--- src/rtl/timer_irq_ctrl_if.sv ---
// Peripheral bus seen by the timer block: read/write strobes, address, data.
interface timer_irq_ctrl_if;
  logic        mem_rd;
  logic        mem_wr;
  logic [31:0] addr;
  logic [31:0] wdata;
  logic [31:0] rdata;

  modport master (output mem_rd, mem_wr, addr, wdata, input rdata);
  modport slave  (input mem_rd, mem_wr, addr, wdata, output rdata);
endinterface

--- src/rtl/timer_irq_ctrl.sv ---
// Memory-mapped reload timer with prescaler and a masked, non-reentrant
// interrupt request towards the CPU control unit.
module timer_irq_ctrl #(
  parameter logic [31:0] BASE_ADDR = 32'h40000000,
  parameter int          PRESCALE  = 1
) (
  input  logic               i_clk,
  input  logic               i_reset,
  timer_irq_ctrl_if.slave    bus,
  input  logic               i_kernel,
  input  logic               i_irq_ack,
  output logic               o_irq,
  output logic [31:0]        o_tick_cnt
);
  localparam logic [1:0]  S_IDLE  = 2'd0;
  localparam logic [1:0]  S_PEND  = 2'd1;
  localparam logic [1:0]  S_SERV  = 2'd2;
  localparam logic [15:0] PRE_MAX = 16'(PRESCALE - 1);

  logic [31:0] r_th, r_tl, r_irqcnt, r_tick_cnt;
  logic [15:0] r_pre;
  logic [1:0]  r_state;
  logic        r_en, r_ie, r_st, r_irq;

  logic        w_hit, w_wr, w_wr_th, w_wr_tl, w_wr_tcon;
  logic        w_tick, w_ovf, w_ack, w_insv, w_w1c, w_en_rise;
  logic [31:0] w_rdata;

  assign w_hit     = (bus.addr[31:4] == BASE_ADDR[31:4]);
  assign w_wr      = bus.mem_wr & w_hit;
  assign w_wr_th   = w_wr & (bus.addr[3:2] == 2'd0);
  assign w_wr_tl   = w_wr & (bus.addr[3:2] == 2'd1);
  assign w_wr_tcon = w_wr & (bus.addr[3:2] == 2'd2);
  assign w_w1c     = w_wr_tcon & bus.wdata[2];
  assign w_en_rise = w_wr_tcon & bus.wdata[0] & ~r_en;

  assign w_tick = r_en & (r_pre == PRE_MAX);
  // A software TL write in the same cycle suppresses the increment and any overflow.
  assign w_ovf  = w_tick & ~w_wr_tl & (r_tl == 32'hFFFF_FFFF);
  assign w_insv = (r_state == S_SERV);
  assign w_ack  = i_irq_ack & (r_state == S_PEND);

  always_comb begin
    w_rdata = '0;
    if (bus.mem_rd && w_hit) begin
      case (bus.addr[3:2])
        2'd0:    w_rdata = r_th;
        2'd1:    w_rdata = r_tl;
        2'd2:    w_rdata = {28'd0, w_insv, r_st, r_ie, r_en};
        default: w_rdata = r_irqcnt;
      endcase
    end
  end

  assign bus.rdata  = w_rdata;
  assign o_irq      = r_irq & ~i_kernel;
  assign o_tick_cnt = r_tick_cnt;

  always_ff @(posedge i_clk) begin
    if (i_reset) begin
      r_th       <= '0;
      r_tl       <= '0;
      r_en       <= 1'b0;
      r_ie       <= 1'b0;
      r_st       <= 1'b0;
      r_irq      <= 1'b0;
      r_irqcnt   <= '0;
      r_tick_cnt <= '0;
      r_pre      <= '0;
      r_state    <= S_IDLE;
    end else begin
      if (w_en_rise)   r_pre <= '0;
      else if (r_en)   r_pre <= w_tick ? 16'd0 : r_pre + 16'd1;

      if (w_tick)      r_tick_cnt <= r_tick_cnt + 32'd1;
      if (w_wr_th)     r_th <= bus.wdata;

      // Reload reads r_th before this edge, so a same-cycle TH write is not seen.
      if (w_wr_tl)     r_tl <= bus.wdata;
      else if (w_tick) r_tl <= (r_tl == 32'hFFFF_FFFF) ? r_th : r_tl + 32'd1;

      if (w_wr_tcon)   {r_ie, r_en} <= bus.wdata[1:0];

      // Overflow beats both the W1C and the acknowledge clear, so no event is lost.
      if (w_ovf && r_ie)        r_st <= 1'b1;
      else if (w_ack || w_w1c)  r_st <= 1'b0;

      r_irq <= r_st & r_ie & ~w_insv;
      if (w_ack) r_irqcnt <= r_irqcnt + 32'd1;

      case (r_state)
        S_IDLE:  if (r_st && r_ie) r_state <= S_PEND;
        S_PEND:  if (w_ack)                r_state <= S_SERV;
                 else if (!r_st || !r_ie)  r_state <= S_IDLE;
        S_SERV:  if (!i_kernel) r_state <= S_IDLE;
        default: r_state <= S_IDLE;
      endcase
    end
  end
endmodule
--- src/flat_wrapper.sv ---
// flat-port wrapper written by rule: the top's interface ports become plain ports
module timer_irq_ctrl_flat 
#(
  parameter logic [31:0] BASE_ADDR = 32'h40000000,
  parameter int          PRESCALE  = 1
)
  (i_clk, i_reset, i_kernel, i_irq_ack, o_irq, o_tick_cnt, bus_mem_rd, bus_mem_wr, bus_addr, bus_wdata, bus_rdata);
  timer_irq_ctrl_if bus_i ();
  input  logic i_clk;
  input  logic i_reset;
  input  logic i_kernel;
  input  logic i_irq_ack;
  output logic o_irq;
  output logic [31:0] o_tick_cnt;
  input wire logic [$bits(bus_i.mem_rd)-1:0] bus_mem_rd;
  input wire logic [$bits(bus_i.mem_wr)-1:0] bus_mem_wr;
  input wire logic [$bits(bus_i.addr)-1:0] bus_addr;
  input wire logic [$bits(bus_i.wdata)-1:0] bus_wdata;
  output wire logic [$bits(bus_i.rdata)-1:0] bus_rdata;
  assign bus_i.mem_rd = bus_mem_rd;
  assign bus_i.mem_wr = bus_mem_wr;
  assign bus_i.addr = bus_addr;
  assign bus_i.wdata = bus_wdata;
  assign bus_rdata = bus_i.rdata;
  timer_irq_ctrl #(.BASE_ADDR(BASE_ADDR), .PRESCALE(PRESCALE)) u_core (.i_clk(i_clk), .i_reset(i_reset), .bus(bus_i), .i_kernel(i_kernel), .i_irq_ack(i_irq_ack), .o_irq(o_irq), .o_tick_cnt(o_tick_cnt));
endmodule
--- config.mk ---
export PLATFORM = sky130hd
export DESIGN_NAME = timer_irq_ctrl_flat
export DESIGN_NICKNAME = d
export VERILOG_FILES = /design/src/rtl/timer_irq_ctrl_if.sv /design/src/rtl/timer_irq_ctrl.sv /design/src/flat_wrapper.sv
export SDC_FILE = /design/constraint.sdc
export NUM_CORES = 1
export LEC_CHECK = 0
export CORE_UTILIZATION = 39
export DETAILED_ROUTE_END_ITERATION = 16
export SLEW_MARGIN = 20
export SYNTH_ARGS = -nofsm -noshare
export SYNTH_HDL_FRONTEND = slang
export SYNTH_SLANG_ARGS = --single-unit
--- constraint.sdc ---
create_clock -name i_clk -period 2.94 [get_ports i_clk]
set_input_delay 0.294 -clock i_clk [delete_from_list [all_inputs] [get_ports i_clk]]
set_output_delay 0.294 -clock i_clk [all_outputs]
set_load 0.005 [all_outputs]
==> results of run 1 <==
where the power goes:
group	total, mW	leakage, nW	switching (mW)	internal, mW
sequential	2.03	1.21	0.00000000343	2.03
combinational	0.196	2.43	0.0946	0.101
clock	2.20	0.287	0.925	1.28
cells by family after synthesis:
| logic type | Yosys count |
|---|---|
| AO/OA/AOI/OAI | 138 |
| multiplexers | 77 |
| AND/OR/NAND/NOR | 460 |
| buffers and inverters | 74 |
| flip-flops | 150 |
| XOR/XNOR | 90 |
| adder cells (fa/ha/maj) | 5 |
metal layers:
| metal | vias up | share of wire, % | routed length [um] |
|---|---|---|---|
| met5 | - | 0 | 0 |
| met4 | 0 | 1.1 | 243 |
| met3 | 18 | 4.8 | 1110 |
| met2 | 166 | 48 | 11000 |
| met1 | 3509 | 46 | 10700 |
| li1 | 3757 | - | - |
state kept, by name, indices dropped and copies added (netlist names):
register,flops
u_core.o_tick_cnt,32
u_core.r_state,2
u_core.r_irqcnt,32
u_core.r_pre,16
u_core.r_th,32
u_core.r_st,1
u_core.r_tl,32
u_core.r_irq,1
u_core.r_ie,1
u_core.r_en,1
cell type report:
| cell class | count | area (um^2) |
|---|---|---|
| well taps | 270 | 338 |
| clock inverters | 14 | 151 |
| clock buffers | 18 | 439 |
| repair buffers | 164 | 1570 |
| fillers | 1993 | 9970 |
| multi-input cells | 770 | 4840 |
| inverters | 13 | 48.8 |
| flip-flops and latches | 150 | 3000 |
cells in the mapped netlist (6+ instances only):
master / number
a211oi_1: 6
a21oi_1: 64
a31oi_1: 11
and2_1: 8
and3_1: 19
and4_1: 15
buf_1: 7
buf_2: 7
clkbuf_1: 38
dfxtp_1: 150
inv_1: 13
mux2i_1: 72
nand2_1: 79
nand3_1: 43
nand4_1: 34
nor2_1: 184
nor3_1: 13
nor4_1: 15
o211ai_1: 11
o21ai_0: 22
or3_1: 20
xnor2_1: 29
xor2_1: 61
stage by stage:
step | cells | instance area [um^2] | hold WS [ns] | total power [mW]
CTS | 1399 | 10400 | 0.258 | 4.47
global route | 1399 | 10400 | 0.270 | 4.58
detailed placement | 1367 | 9790 | 0.454 | 2.27
floorplan | 994 | 8160 | 0.424 | 2.14
finish | 1399 | 10400 | 0.259 | 4.43
global placement | 1367 | 9790 | 0.442 | 2.27
worst max-delay path, cell delays in order (launching register included):
cell	delay [ns]
dfxtp_1	0.46
ha_1	0.24
nand3_1	0.22
or3_1	0.56
nor4_4	0.35
buf_4	0.32
mux2i_1	0.21
o21ai_0	0.08
o211a_1	0.15
path summary, 6_finish.rpt:
check                                  from                                  to  slack [ns]  cells past startpoint
max             u_core.r_tl[0]$_SDFFE_PP0P_         u_core.r_tl[3]$_SDFFE_PP0P_        0.24                      8
min                                 i_reset  u_core.o_tick_cnt[21]$_SDFFE_PP0N_        0.26                      2
max reg2reg     u_core.r_tl[0]$_SDFFE_PP0P_         u_core.r_tl[3]$_SDFFE_PP0P_        0.24                      8
min reg2reg  u_core.r_state[1]$_SDFFE_PP0P_      u_core.r_state[0]$_SDFFE_PP0P_        0.46                      1
==> run_results.csv, run 1 <==
group,metric,value,unit
yosys,synth.top_cell.area_share,36.8,%
timing,fmax,370,MHz
final_layout,final_nets,1191,
final_layout,fin_util,51.0,%
drt,drt_iter0_drc,503,
final_layout,area_growth_syn_to_layout,27.4,%
timing,worst_pin_slew,0.869,ns
grt,use_met2,37.1,%
yosys,ys_async_sr_fraction,0,%
power,vdd_drop_max,291,uV
critical_path,cp_max_fo,18,
drt,wl_per_cell,16.4,um
drt,drt-pass1-iter-count,6,
yosys,synth-simple-area-share,28.4,%
yosys,ys_ff_latch,150,
yosys,syn_area_per_cell,8.21,um^2
yosys,synth_area,8160,um^2
final_layout,diodes,0,
status,status,"finished clean",
yosys,synth_compound_area_share,10.3,%
power,power.leakage,3.93,nW
grt,grt-ovfl-total,0,
cts,clockBufferDepth,2,
cts,root_buffer,"clkbuf_16",
grt,grt_max_degree,46,
floorplan,ioPinCount,135,
power,powerDensity,427,nW/um^2
timing,min_period,2.70,ns
yosys,synth_fa_ha_area_share,0.767,%
floorplan,dieWidth,147,um
yosys,synthDistinctLibCells,55,
grt,antenna_found_initial,0,
timing,setup_violations,0,
grt,busiest_layer,"met2",
grt,grt_pass1_vias,7151,
yosys,ys.flop_type,"dfxtp_1",
placed_design,place.gp.congestion,0.823,
cts,htree_levels,4,
timing,slew_headroom,42.0,%
final_layout,final_common_cell,"nor2_1",
cts,clock_latency,0.43,ns
cts,cts_hold_buf,0,
yosys,yosys.area.top_type,"dfxtp_1",
yosys,synth_edf_count,0,
critical_path,path_class,"register to register",
critical_path,crit_required,3.25,ns
grt,met1_usage,28.4,%
drt,dr_total_vias,7450,
floorplan,rows,52,
critical_path,arrival,3.02,ns
timing,setup_tns,0,ns
timing,clock_skew,0.0116,ns
timing,min_period_over_period,92.0,%
placed_design,io_buffers,132,
timing,slew_viol_final,0,
yosys,ys_seq_area_share,36.8,%
cts,cts_setup_buffers,0,
timing,rsz0062_at_grt,"false",
floorplan,die_y,147,um
cts,clk_pin_slew,0.07,ns
grt,grt_pass1_wl,37.6,mm
placed_design,dpl.hpwl,16.3,mm
critical_path,end_kind,"register",
drt,drc,0,
yosys,yosysWarningCount,0,
yosys,synthTopCellsByArea,"dfxtp_1 37%, mux2i_1 8.8%, nor2_1 8.5%, xor2_1 6.6%, a21oi_1 3.9%",
cts,cts_tree,"done",
floorplan,start_util,40.1,%
yosys,synth.area.mux_share,10.1,%
cts,cts_sinks,150,
final_layout,mostFrequentLayoutCells,"184 x nor2_1, 150 x dfxtp_1, 130 x clkdlybuf4s50_1",
critical_path,cp-start-kind,"register",
yosys,synthXorXnorAreaFrac,9.66,%
drt,postRouteAntennaNets,0,
floorplan,fp.dieArea,21500,um^2
cts,cts_inserted_buffers,17,
drt,viasPerCell,5.33,
placed_design,pre_cts_ws,0.144,ns
timing,hold_violations,0,
grt,gr-usage-all-layers,21.9,%
floorplan,coreArea,20400,um^2
grt,gr-usage-met3,5.06,%
drt,routed_wl,23.0,mm
timing,worst_slack,0.236,ns
final_layout,drive_gt1_share,7.62,%
yosys,synth_top_family_by_area,"simple AND/OR/NAND/NOR gates",
cts,cts_resized,0,
run,maxCapViolCount,0,
yosys,synth_nets,1069,
hold_path,hold_class,"primary input to register",
yosys,syn_inst,994,
No activity file was read; power rests on OpenSTA's default activity.
==> run 2: changes to the inputs <==
- CTS_CLUSTER_DIAMETER: not set -> 60
==> results of run 2 <==
The final DEF is identical to that of run 1; final timing and power are the same.
==> run 3: changes to the inputs <==
- clock period: 2.94 -> 2.5 ns (I/O delays scaled with it)
==> run 3 against run 2 <==
  * Count of clock-buffer cells in the layout rose by 1
  * Non-clock buffer count grew 32
  * Register-to-register slack worse by 0.09 ns
  * Clock skew rose by 0.0026 ns
  * Setup slack worse by 0.14 ns
  * Cell area increased by 3.7%
  * Via count is 2.1% higher
  * First-iteration DRC count down 1.8%
  * Flip-flop and latch count is the same
  * Worst hold slack got worse by 0.027 ns
  * Critical path type is now primary input to output port
  * Critical endpoint is now bus_rdata[4]
  * Largest power group unchanged
==> run_results.csv, run 3 (synthesis results as in run 1) <==
group,metric,value,unit
drt,drc,0,
critical_path,crit_required,2.25,ns
critical_path,crit_family,"buffers and inverters",
timing,worst_pin_slew,0.666,ns
critical_path,rr_worst_depth,7,
floorplan,ioPinCount,135,
power,switching_power,1.20,mW
drt,dr_total_vias,7604,
power,swShare,23.3,%
floorplan,start_util,40.1,%
critical_path,end_kind,"output port",
grt,grt-ovfl-total,0,
final_layout,multi_input_area,4860,um^2
critical_path,path_class,"primary input to output port",
critical_path,critical_path_depth,9,
grt,antenna_found_initial,0,
final_layout,area_growth_syn_to_layout,32.1,%
final_layout,fin_util,52.9,%
timing,slew_headroom,55.5,%
cts,cts_hold_buf,0,
cts,htree_levels,4,
critical_path,arrival,2.15,ns
critical_path,slowest_stage,"clkdlybuf4s50_1",
drt,wl_per_cell,16.8,um
final_layout,final_nets,1223,
timing,slew_viol_final,0,
timing,setup_tns,0,ns
critical_path,crit_buf_inv,4,
placed_design,dpl.hpwl,16.8,mm
cts,cts_sinks,150,
final_layout,seq_area,3000,um^2
status,status,"finished clean",
placed_design,pre_cts_ws,-0.0347,ns
final_layout,mostFrequentLayoutCells,"180 x nor2_1, 150 x dfxtp_1, 102 x clkdlybuf4s50_1",
power,combPwrFrac,4.7,%
drt,drt-pass1-iter-count,5,
final_layout,drive_gt1_share,10.7,%
grt,grt_max_degree,83,
cts,root_buffer,"clkbuf_16",
power,power,5.14,mW
cts,clk_pin_slew,0.07,ns
power,powerDensity,477,nW/um^2
final_layout,final_common_cell,"nor2_1",
timing,worst_slack,0.101,ns
critical_path,cp-start-kind,"primary input",
timing,hold_violations,0,
grt,grt_pass1_vias,7420,
power,p_clk_share,48.9,%
run,maxCapViolCount,0,
drt,viasPerCell,5.31,
drt,drt_iter0_drc,494,
floorplan,dieWidth,147,um
power,vdd_drop_max,407,uV
placed_design,io_buffers,132,
timing,setup_violations,0,
placed_design,placed_cells,1393,
floorplan,rows,52,
cts,clock_latency,0.43,ns
power,p_int,3.95,mW
cts,clockBufferDepth,2,
cts,cts_tree,"done",
final_layout,nFillCells,1969,
grt,grt_pass1_wl,38.5,mm
floorplan,coreArea,20400,um^2
power,power.leakage,4.58,nW
critical_path,worstReg2RegEnd,"u_core.r_tl[12]$_SDFFE_PP0P_",
timing,rsz0062_at_grt,"false",
cts,cts_inserted_buffers,17,
timing,fmax,417,MHz
floorplan,die_y,147,um
grt,gr-usage-all-layers,22.4,%
timing,clock_skew,0.0143,ns
critical_path,worstSetupStartpoint,"bus_addr[10]",
final_layout,diodes,0,
final_layout,finalNonFillerCells,1431,
placed_design,place.gp.congestion,0.818,
drt,postRouteAntennaNets,0,
critical_path,rrSetupSlack,0.15,ns
critical_path,cpPeakStageDelay,0.40,ns
drt,routed_wl,24.0,mm
critical_path,crit_chain,"clkdlybuf4s50_1 -> nor4_1 -> and4_1 -> and2_4 -> nand2_4 -> clkbuf_16 -> buf_4 -> nor2_1 -> dlygate4sd2_1",
power,p_seq_share,46.4,%
hold_path,hold_class,"primary input to register",
timing,min_period,2.40,ns
critical_path,cp_max_fo,8,
hold_path,hold_depth,2,
critical_path,reg2reg_from,"u_core.r_tl[28]$_SDFFE_PP0P_",
timing,min_period_over_period,96.0,%
critical_path,crit_end,"bus_rdata[4]",
floorplan,fp.dieArea,21500,um^2
run 3: changes by cell type in the layout (fill, tap and decap cells not counted), moves of 2 or more:
cell / delta
nor2_1: -4
dlymetal6s2s_1: +23
buf_12: +6
clkinv_4: -3
nor2_2: +4
buf_4: +26
clkdlybuf4s50_1: -28
dlygate4sd2_1: +5
inv_6: +2
run 3: worst min-delay path by stage:
stage | from | end | slack (ns)
after floorplan | bus_wdata[1] | u_core.r_tl[1]$_SDFFE_PP0P_ | 0.38
after global placement | u_core.r_state[1]$_SDFFE_PP0P_ | u_core.r_state[0]$_SDFFE_PP0P_ | 0.44
after detailed placement | u_core.r_state[1]$_SDFFE_PP0P_ | u_core.r_state[0]$_SDFFE_PP0P_ | 0.45
after CTS | i_reset | u_core.o_tick_cnt[25]$_SDFFE_PP0N_ | 0.22
after global routing | i_reset | u_core.o_tick_cnt[25]$_SDFFE_PP0N_ | 0.24
final | i_reset | u_core.r_th[3]$_SDFFE_PP0P_ | 0.23
run 3: power by group through the flow:
stage | Clock (mW) | Sequential (mW) | Combinational [mW]
floorplan | 0 | 2.44 | 0.0779
global placement | 0 | 2.44 | 0.238
detailed placement | 0 | 2.44 | 0.238
CTS | 2.56 | 2.39 | 0.239
global route | 2.68 | 2.39 | 0.254
finish | 2.52 | 2.39 | 0.240
run 3: metrics by stage:
stage / hold slack, ns / cell area, um^2
4_1_cts: 0.222 / 10600
5_1_grt: 0.237 / 10800
3_5_place_dp: 0.450 / 10100
2_1_floorplan: 0.380 / 8160
6_report: 0.231 / 10800
3_3_place_gp: 0.444 / 10100
run 3: what timing repair did:
action / CTS / global route
pin swaps: 2 / 4
endpoints found under the setup margin: 25 / 31
resized for setup: 8 / 29
setup buffers: 1 / 4
gates cloned: 0 / 1
run 3: cell type report:
type | instances | share of cell area [%]
clock buffers | 19 | 4.20
flip-flops and latches | 150 | 27.9
repair buffers | 196 | 18.1
multi-input cells | 770 | 45.1
clock inverters | 13 | 1.09
well taps | 270 | 3.14
inverters | 13 | 0.453
run 3: routing by layer:
layer  track usage, %  part of all wire (%)  wire [um]  vias up
li1                 -                     -          -     3820
met1             28.1                    45      10900     3604
met2             38.5                    48      11600      152
met3             4.75                   4.4       1050       28
met4             6.51                   1.8        422        0
met5                0                     0          0        -
